`src/rtl/div.sv`:
```
// Iterative 32-bit signed/unsigned divider: one restoring step per cycle,
// producing {remainder, quotient} 33 cycles after a request is accepted.
module div (
    input  logic        clk,
    input  logic        rst,
    input  logic        signed_div_i,
    input  logic [31:0] opdata1_i,
    input  logic [31:0] opdata2_i,
    input  logic        start_i,
    input  logic        annul_i,
    output logic [63:0] result_o,
    output logic        ready_o
);

    // state  | meaning
    // FREE   | idle, waiting for start_i
    // BYZERO | divisor was zero, result is forced to 0
    // ON     | 32 restoring iterations in progress
    // END    | result valid, held until start_i drops
    typedef enum logic [1:0] {
        ST_FREE   = 2'd0,
        ST_BYZERO = 2'd1,
        ST_ON     = 2'd2,
        ST_END    = 2'd3
    } state_t;

    state_t      state;
    logic [5:0]  cnt;
    logic [64:0] dividend;
    logic [31:0] divisor;
    logic        neg_q;
    logic        neg_r;

    logic [31:0] op1_mag;
    logic [31:0] op2_mag;
    logic [32:0] trial;
    logic [31:0] quot;
    logic [31:0] rem;
    logic [31:0] quot_fix;
    logic [31:0] rem_fix;

    always_comb begin
        op1_mag  = (signed_div_i && opdata1_i[31]) ? (~opdata1_i + 32'd1) : opdata1_i;
        op2_mag  = (signed_div_i && opdata2_i[31]) ? (~opdata2_i + 32'd1) : opdata2_i;
        trial    = {1'b0, dividend[63:32]} - {1'b0, divisor};
        quot     = dividend[31:0];
        rem      = dividend[64:33];
        quot_fix = neg_q ? (~quot + 32'd1) : quot;
        rem_fix  = neg_r ? (~rem + 32'd1) : rem;
    end

    always_ff @(posedge clk) begin
        if (rst) begin
            state    <= ST_FREE;
            cnt      <= 6'd0;
            dividend <= 65'd0;
            divisor  <= 32'd0;
            neg_q    <= 1'b0;
            neg_r    <= 1'b0;
            result_o <= 64'h0;
            ready_o  <= 1'b0;
        end else begin
            case (state)
                ST_FREE: begin
                    result_o <= 64'h0;
                    ready_o  <= 1'b0;
                    if (start_i && !annul_i) begin
                        if (opdata2_i == 32'd0) begin
                            state <= ST_BYZERO;
                        end else begin
                            state    <= ST_ON;
                            cnt      <= 6'd0;
                            dividend <= {32'd0, op1_mag, 1'b0};
                            divisor  <= op2_mag;
                            // signs are latched from the raw operands, not the magnitudes
                            neg_q    <= signed_div_i && (opdata1_i[31] ^ opdata2_i[31]);
                            neg_r    <= signed_div_i && opdata1_i[31];
                        end
                    end
                end
                ST_BYZERO: begin
                    if (annul_i) begin
                        state    <= ST_FREE;
                        result_o <= 64'h0;
                        ready_o  <= 1'b0;
                    end else begin
                        state    <= ST_END;
                        result_o <= 64'h0;
                        ready_o  <= 1'b1;
                    end
                end
                ST_ON: begin
                    if (annul_i) begin
                        state    <= ST_FREE;
                        cnt      <= 6'd0;
                        result_o <= 64'h0;
                        ready_o  <= 1'b0;
                    end else if (cnt == 6'd32) begin
                        state    <= ST_END;
                        cnt      <= 6'd0;
                        result_o <= {rem_fix, quot_fix};
                        ready_o  <= 1'b1;
                    end else begin
                        cnt <= cnt + 6'd1;
                        if (trial[32])
                            dividend <= {dividend[63:0], 1'b0};
                        else
                            dividend <= {trial[31:0], dividend[31:0], 1'b1};
                    end
                end
                ST_END: begin
                    if (!start_i) begin
                        state    <= ST_FREE;
                        result_o <= 64'h0;
                        ready_o  <= 1'b0;
                    end
                end
                default: begin
                    state    <= ST_FREE;
                    result_o <= 64'h0;
                    ready_o  <= 1'b0;
                end
            endcase
        end
    end

endmodule

```
`config.mk`:
```
export PLATFORM = sky130hd
export DESIGN_NAME = div
export DESIGN_NICKNAME = d
export VERILOG_FILES = /design/src/rtl/div.sv
export SDC_FILE = /design/constraint.sdc
export NUM_CORES = 1
export LEC_CHECK = 0
export CAP_MARGIN = 10
export CORE_ASPECT_RATIO = 0.9
export CORE_MARGIN = 2
export CORE_UTILIZATION = 65
export DETAILED_ROUTE_END_ITERATION = 8
export DONT_BUFFER_PORTS = 1
export HOLD_SLACK_MARGIN = 0.02
export PLACE_DENSITY = 0.81
export SETUP_SLACK_MARGIN = 0.05
export SYNTH_ARGS = -nofsm -noshare
export SYNTH_HDL_FRONTEND = slang
export SYNTH_SLANG_ARGS = --single-unit
```
`constraint.sdc`:
```
create_clock -name clk -period 4.25 [get_ports clk]
set_input_delay 1.275 -clock clk [delete_from_list [all_inputs] [get_ports clk]]
set_output_delay 1.275 -clock clk [all_outputs]
set_load 0.02 [all_outputs]
```
== Yosys cells after proc, flatten, opt, wreduce, memory -nomap -nowiden ==
Cells that the tools add are included.

* Bits in registers: 172
* Input bits: 69
* Output and inout port bits: 65
* Logic and storage cells: 75

* $add $sub $neg: 6
* Equality and inequality tests: 10
* Mux-type cells: 31
* Bitwise logic cells: 6
* Reductions and logical operators: 14

{| class="wikitable"
|+ Operator list
! cell !! number
|-
| 2-to-1 mux 65 bit || 5
|-
| 2-to-1 mux 64 bit || 3
|-
| case mux 64 bit (3 select lines) || 1
|-
| case mux 65 bit (2 select lines) || 1
|-
| adder 32 x 1 -> 32 bit (second input constant) || 4
|-
| 2-to-1 mux 32 bit || 4
|-
| inverter 32 bit || 4
|-
| subtractor 32 x 32 -> 33 bit || 1
|-
| zero test 32 bit || 1
|-
| 2-to-1 mux 6 bit || 4
|-
| 2-to-1 mux 2 bit || 6
|-
| case mux 6 bit (2 select lines) || 1
|-
| != test 2 bit (second input constant) || 5
|-
| AND reduction 3 bit || 3
|-
| case mux 2 bit (4 select lines) || 1
|-
| adder 6 x 1 -> 6 bit (second input constant) || 1
|-
| == test 6 bit (second input constant) || 1
|-
| AND reduction 5 bit || 1
|-
| == test 2 bit (second input constant) || 2
|-
| logical AND 1 bit || 4
|-
| 2-to-1 mux 1 bit || 4
|-
| case mux 1 bit (4 select lines) || 1
|-
| != test 3 bit (second input constant) || 1
|-
| == test 2 x 1 -> 1 bit (second input constant) || 1
|-
| other kinds (7) || 7
|}

== Longest topological paths before layout ==
Gate-level depths: netlist of the first run.

* Word-level depth: 6
* Mapped depth: 14
* Depth with buffers taken out: 12

== Worst setup path before layout of the first run ==
OpenSTA, ideal clock, no wires.

* Path type: input port to flip-flop
* Start point: input opdata2_i[11]
* End point: register dividend[62]
* Setup time: 143 ps
* Arrival: 3515 ps
* Required time: 4107 ps
* Slack: 592 ps
* Stages on the path: 9
* Buffers on the path: 1
* Cell sequence: or4_4 nor4_2 or4b_1 nor2_1 o21ai_0 nand2_1 a211o_1 clkbuf_1 o311ai_0

* Word-level cells in the longest chain between the ends: 3

{| class="wikitable"
|+ Ends and longest elaborated chain
! item !! line !! text
|-
| start, declared || 8 || <nowiki>input logic [31:0] opdata2_i,</nowiki>
|-
| zero test 32 bit || 68 || <nowiki>if (opdata2_i == 32'd0) begin</nowiki>
|-
| != test 2 bit (no line) || -- ||
|-
| AND reduction 5 bit (no line) || -- ||
|-
| end signal, assigned || 73 || <nowiki>dividend <= {32'd0, op1_mag, 1'b0};</nowiki>
|-
| end signal, assigned || 106 || <nowiki>dividend <= {dividend[63:0], 1'b0};</nowiki>
|-
| end signal, assigned || 108 || <nowiki>dividend <= {trial[31:0], dividend[31:0], 1'b1};</nowiki>
|-
| end, declared || 29 || <nowiki>logic [64:0] dividend;</nowiki>
|}

No other way between the ends.
A chain may end at the register's enable or synchronous reset.

== Worst setup path in the final report of the first run ==
* Start point: input opdata2_i[11]
* End point: register cnt[2]

* Word-level cells in the longest chain between the ends: 3

{| class="wikitable"
|+ Ends and longest elaborated chain
! item !! line !! text
|-
| zero test 32 bit || 68 ||
|-
| != test 2 bit (no line) || -- ||
|-
| AND reduction 3 bit (no line) || -- ||
|-
| end signal, assigned || 104 || <nowiki>cnt <= cnt + 6'd1;</nowiki>
|-
| end, declared || 28 || <nowiki>logic [5:0] cnt;</nowiki>
|}

No other way between the ends.

==> results of run 1 <==
## cell usage after synthesis, drive strengths merged, types with 8 or more instances
cell	n	area share, %
or4	15	1.1
nor2	136	4.7
ha	42	4.8
or3	13	0.88
dfxtp	172	31
clkbuf	61	2.1
nor4	16	1.0
o31ai	23	1.8
nor3	32	1.5
mux2i	12	1.1
o21ai	93	4.3
a22oi	36	2.5
inv	56	1.9
a21oi	121	5.5
xnor2	98	7.8
nand3	48	2.2
nor2b	10	0.57
nand2	202	6.9
nand2b	11	0.63
buf	16	0.73
a211oi	39	2.7
o311ai	12	0.96
a21o	12	0.82
and2	8	0.46
xor2	45	3.6
o41ai	14	1.2
a22o	19	1.5
## registers in the layout, indices dropped and copies added (netlist names)
| register | count |
|---|---|
| divisor | 32 |
| state | 2 |
| neg_q | 1 |
| result_o | 64 |
| cnt | 6 |
| dividend | 65 |
| ready_o | 1 |
| neg_r | 1 |
## kinds of logic after synthesis
family,count (synthesis),synth area share (%)
flops,172,31.48
xor+xnor,143,11.45
buf+inv,133,4.748
fa+ha+maj,43,4.988
mux,12,1.098
compound gates,406,24.07
simple gates,522,22.16
## layer usage
metal / part of all wire [%] / global-route usage (%)
met1: 45 / 42.43
met2: 44 / 49.64
met3: 9.0 / 8.621
met4: 1.8 / 8.000
met5: 0 / 0
## worst paths after layout
check / start / to / slack, ps / depth (start not counted)
max: opdata2_i[11] / cnt[2] / 750 / 9
min: divisor[22] / divisor[22] / 470 / 2
max reg2reg: divisor[10] / dividend[33] / 840 / 12
min reg2reg: divisor[22] / divisor[22] / 470 / 2
## power breakdown
group / internal [mW] / leakage (nW) / total, mW / switching, mW
logic: 0.735 / 2.83 / 1.95 / 1.22
clock network: 0.901 / 0.305 / 1.64 / 0.734
registers: 1.76 / 1.39 / 1.95 / 0.190
## area by class of cell
cell class | count | area (um^2) | area share, %
inverters | 56 | 210.2 | 1.784
multi-input cells | 1126 | 7010 | 59.50
well taps | 207 | 259.0 | 2.198
flip-flops and latches | 172 | 3443 | 29.22
clock inverters | 15 | 196.4 | 1.667
repair buffers | 30 | 237.7 | 2.018
clock buffers | 17 | 425.4 | 3.610
## metrics by stage
step / utilization [%] / total power, mW / hold WS [ps] / std cells / area [um^2]
global route: 72.30 / 5.870 / 484.6 / 1623 / 11780
floorplan: - / 3.448 / 431.9 / 1431 / 10940
detailed placement: 68.49 / 3.889 / 461.0 / 1591 / 11160
CTS: 72.30 / 5.519 / 465.4 / 1623 / 11780
global placement: 68.49 / 3.846 / 435.6 / 1591 / 11160
finish: 72.30 / 5.543 / 469.1 / 1623 / 11780
## worst min-delay path, delay by kind of cell, from the launching register on
family | cells | cell delay, ps
flip-flops | 1 | 320
AND/OR/NAND/NOR | 1 | 50
AO/OA/AOI/OAI | 1 | 50
## layout by cell type (no fill, tap or decap), types with 41 or more instances in the layout
cell     synthesis  final
nand2_1        202    201
ha_1            42     41
xnor2_1         98     98
a21oi_1        121    120
nor2_1         135    133
inv_1           56     56
dfxtp_1        172    172
nand3_1         47     47
o21ai_0         93     93
xor2_1          45     45
==> results.py, run 1 <==
metrics = {
    "status": {
        "status": "finished clean",
    },
    "synthesis": {
        "synth-edff-count": 0,
        "yosysSeqAreaShare_pct": 31.48,
        "syn_avg_cell_area_um2": 7.643,
        "netlist_area_um2": 10940,
        "syn_inst": 1431,
        "syn_nets": 1543,
        "synth-main-ff-cell": "dfxtp_1",
        "synth_cell_types": 70,
        "synth_warnings": 0,
        "synth_seq_cells": 172,
        "synthArstFlopShare_pct": 0,
    },
    "drt": {
        "post-route-drc-count": 0,
        "drtAntennaViolNets": 0,
        "totalWireLength_mm": 28.32,
        "vias": 10288,
        "dr.pass1.iters": 6,
        "wl_per_cell_um": 17.45,
        "viasPerCell": 6.339,
        "first_iter_violations": 966,
    },
    "placement": {
        "dp_slack_ps": 308.0,
        "dp_hpwl_mm": 20.67,
        "portBuffers": 0,
        "place.gp.congestion": 0.9127,
    },
    "critical_path": {
        "critPathBufInv": 1,
        "required_ps": 4610,
        "slowest_stage": "or4b_1",
        "max_stage_delay_ps": 580,
        "arrival_ps": 3850,
        "cp_max_fo": 7,
        "crit_chain": "or4_4, nor4_2, or4b_1, nor3_2, buf_4, nor2_4, a21oi_1, nor2_1, a211oi_1",
        "critPathTopFamily": "simple AND/OR/NAND/NOR gates",
        "critPathKind": "input port to flop",
        "end_kind": "flop",
        "cp-start-kind": "input port",
    },
    "sta": {
        "rsz0062_at_grt": "no",
        "setup_violations": 0,
        "worst_slack_ps": 753.5,
        "finalCriticalPeriod_ps": 3496,
        "fmax_ghz": 0.2860,
        "fin_crit_sh_pct": 82.27,
        "drv_slew": 0,
        "fin_tns_setup_ps": 0,
        "worst_pin_slew_ps": 1120,
        "slew_headroom_pct": 24.96,
        "hold_viol": 0,
        "clock_skew_ps": 9.390,
    },
    "clock_network": {
        "postCtsSetupBuffers": 0,
        "cts_max_path_buffers": 2,
        "clk_latency_ps": 440,
        "cts_root_buf": "clkbuf_16",
        "cts_sinks": 172,
        "cts_tree": "done",
        "holdBufCountCts": 0,
        "cts-buffers-inserted": 17,
        "cts_resized": 0,
        "clkTransAtPathRegs_ps": 70,
        "h-tree-depth": 4,
    },
    "pwr": {
        "ir_worst_vdd_v": 0.0004221,
        "p_per_area_nw_per_um2": 470.4,
        "p_leak_nw": 4.532,
    },
    "cells_and_area": {
        "n_antenna_cell": 0,
        "syn_to_final_growth_pct": 7.734,
        "drive_gt1_share_pct": 6.356,
        "fillCellCount": 1274,
        "num-nets-final": 1515,
    },
    "floorplanning": {
        "row_count": 44,
        "die-area_um2": 17880,
        "core_area_um2": 16300,
        "ioPinCount": 134,
        "die_y_um": 127.1,
        "die_w_um": 140.7,
        "initial_core_util_pct": 67.11,
    },
    "grt": {
        "grt_max_degree": 127,
        "antenna_found_initial": 0,
        "grtUsageTotal_pct": 31.29,
        "grt_pass1_wl_mm": 46.15,
        "grt_pass1_vias": 9343,
        "overflow": 0,
    },
    "flow_run": {
        "maxCapViolations": 0,
    },
    "worst_hold_path": {
        "hp-class": "flop to flop",
    },
}
Note: power is estimated with default switching activity, not from simulation.
==> inputs of run 2 (changes only) <==
CORE_UTILIZATION = 59   (was 65)
PLACE_DENSITY = 0.78   (was 0.81)
clock period = 3.2 ns   (was 4.25 ns; I/O delays follow)
==> run 2 against run 1 <==
  * Clock-buffer cell count did not move
  * Register-to-register slack got worse by 730 ps
  * Critical endpoint is now dividend[58]
  * Core utilization decreased by 4.0 points
==> results.py, run 2 (synthesized netlist as in run 1, its figures left out) <==
metrics = {
    "drt": {
        "drtAntennaViolNets": 0,
        "wl_per_cell_um": 17.70,
        "first_iter_violations": 771,
        "vias": 10574,
        "viasPerCell": 6.148,
        "dr.pass1.iters": 6,
        "post-route-drc-count": 0,
        "totalWireLength_mm": 30.44,
    },
    "clock_network": {
        "cts_sinks": 172,
        "cts_root_buf": "clkbuf_16",
        "clkTransAtPathRegs_ps": 70,
        "cts_tree": "done",
        "cts_max_path_buffers": 2,
        "holdBufCountCts": 0,
        "cts-buffers-inserted": 17,
        "h-tree-depth": 4,
        "clk_latency_ps": 440,
    },
    "placement": {
        "place.gp.congestion": 0.9473,
        "portBuffers": 0,
        "dp_slack_ps": -173.8,
        "dp_hpwl_mm": 22.18,
    },
    "floorplanning": {
        "initial_core_util_pct": 59.80,
        "die_y_um": 133.2,
        "ioPinCount": 134,
        "core_area_um2": 18290,
        "die_w_um": 147.5,
        "row_count": 47,
        "die-area_um2": 19640,
    },
    "cells_and_area": {
        "mostFrequentLayoutCell": "nand2_1",
        "syn_to_final_growth_pct": 14.16,
        "largest_reg_flops": 65,
        "drive_gt1_share_pct": 12.00,
        "largest_register": "dividend",
        "final_cell_mix": "nand2_1, dfxtp_1, nor2_1",
        "n_antenna_cell": 0,
        "fillCellCount": 1509,
        "num-nets-final": 1574,
        "largest_registers": "dividend: 65 flops, result_o: 64 flops, divisor: 32 flops",
    },
    "sta": {
        "setup_violations": 0,
        "fmax_ghz": 0.3240,
        "worst_pin_slew_ps": 779.6,
        "hold_viol": 0,
        "clock_skew_ps": 11.01,
        "finalCriticalPeriod_ps": 3087,
        "rsz0062_at_grt": "yes",
        "slew_headroom_pct": 47.95,
        "worst_slack_ps": 113.2,
        "hold_slack_ps": 496.9,
        "fin_crit_sh_pct": 96.46,
        "drv_slew": 0,
    },
    "critical_path": {
        "r2r_slack_ps": 110,
        "cp-start-kind": "flop",
        "critPathKind": "flop to flop",
        "end_kind": "flop",
        "slowest_stage": "or4_4",
        "required_ps": 3550,
        "max_stage_delay_ps": 530,
        "crit_chain": "inv_2, ha_4, and3_4, nor3b_1, o311a_1, or4_4, a21oi_4, nand4b_1, buf_4, a41oi_2, buf_4, mux2i_1, o21ai_0",
        "cp_max_fo": 10,
        "arrival_ps": 3440,
        "critical_path.most_common_cell": "buf_4",
    },
    "grt": {
        "grt_max_degree": 127,
        "overflow": 0,
        "grt_pass1_vias": 9982,
        "grtUsageTotal_pct": 30.54,
        "antenna_found_initial": 0,
        "grt_pass1_wl_mm": 49.26,
    },
    "pwr": {
        "ir_worst_vdd_v": 0.0004574,
        "p_per_area_nw_per_um2": 614.0,
        "p_total_mw": 7.667,
        "p_leak_nw": 4.850,
    },
    "flow_run": {
        "maxCapViolations": 0,
    },
    "status": {
        "status": "finished clean",
    },
    "worst_hold_path": {
        "hp-class": "flop to flop",
    },
}
[run 2: final cells by class]
type / count / area (um^2) / share of cell area (%)
multi-input combinational: 1126 / 7168 / 57.41
clock inverter: 15 / 172.7 / 1.383
clock buffer: 17 / 425.4 / 3.407
tap: 245 / 306.5 / 2.455
inverter: 56 / 210.2 / 1.684
timing repair buffer: 89 / 754.5 / 6.043
sequential: 172 / 3448 / 27.62
[run 2: path summary, 6_finish.rpt]
check / start / endpoint / cells past startpoint
max: divisor[9] / dividend[58] / 13
min: divisor[26] / divisor[26] / 2
max reg2reg: divisor[9] / dividend[58] / 13
min reg2reg: divisor[26] / divisor[26] / 2
[run 2: stage by stage]
stage / std cells / cell area, um^2 / setup TNS, ps / utilization (%)
detailed placement: 1686 / 11720 / -5178 / 64.10
floorplan: 1431 / 10980 / 0 / -
finish: 1720 / 12490 / 0 / 68.27
global route: 1720 / 12490 / 0 / 68.27
CTS: 1718 / 12350 / 0 / 67.54
global placement: 1686 / 11720 / -2003 / 64.10
[run 2: metal layers]
layer / wire length, um / global-route usage [%]
met1: 13540 / 42.06
met2: 14040 / 48.94
met3: 2364 / 6.301
met4: 500 / 8.226
met5: 0 / 0
[run 2: power by group]
part / internal, mW / switching (mW) / total, mW
Combinational: 1.21 / 1.74 / 2.96
Sequential: 2.35 / 0.265 / 2.61
Clock: 1.11 / 0.987 / 2.10
[run 2: worst max-delay path, delay by kind of cell (launching register included)]
family | cells | cell delay [ps]
AO/OA/AOI/OAI | 4 | 860
flip-flops | 1 | 350
adder cells (fa/ha/maj) | 1 | 250
multiplexers | 1 | 120
AND/OR/NAND/NOR | 4 | 1020
buffers and inverters | 3 | 390
[run 2: repair_timing]
action                     CTS  global route
pin swaps                    1            11
setup buffers                0             2
setup endpoints to repair   23            32
gates resized for setup      5            29
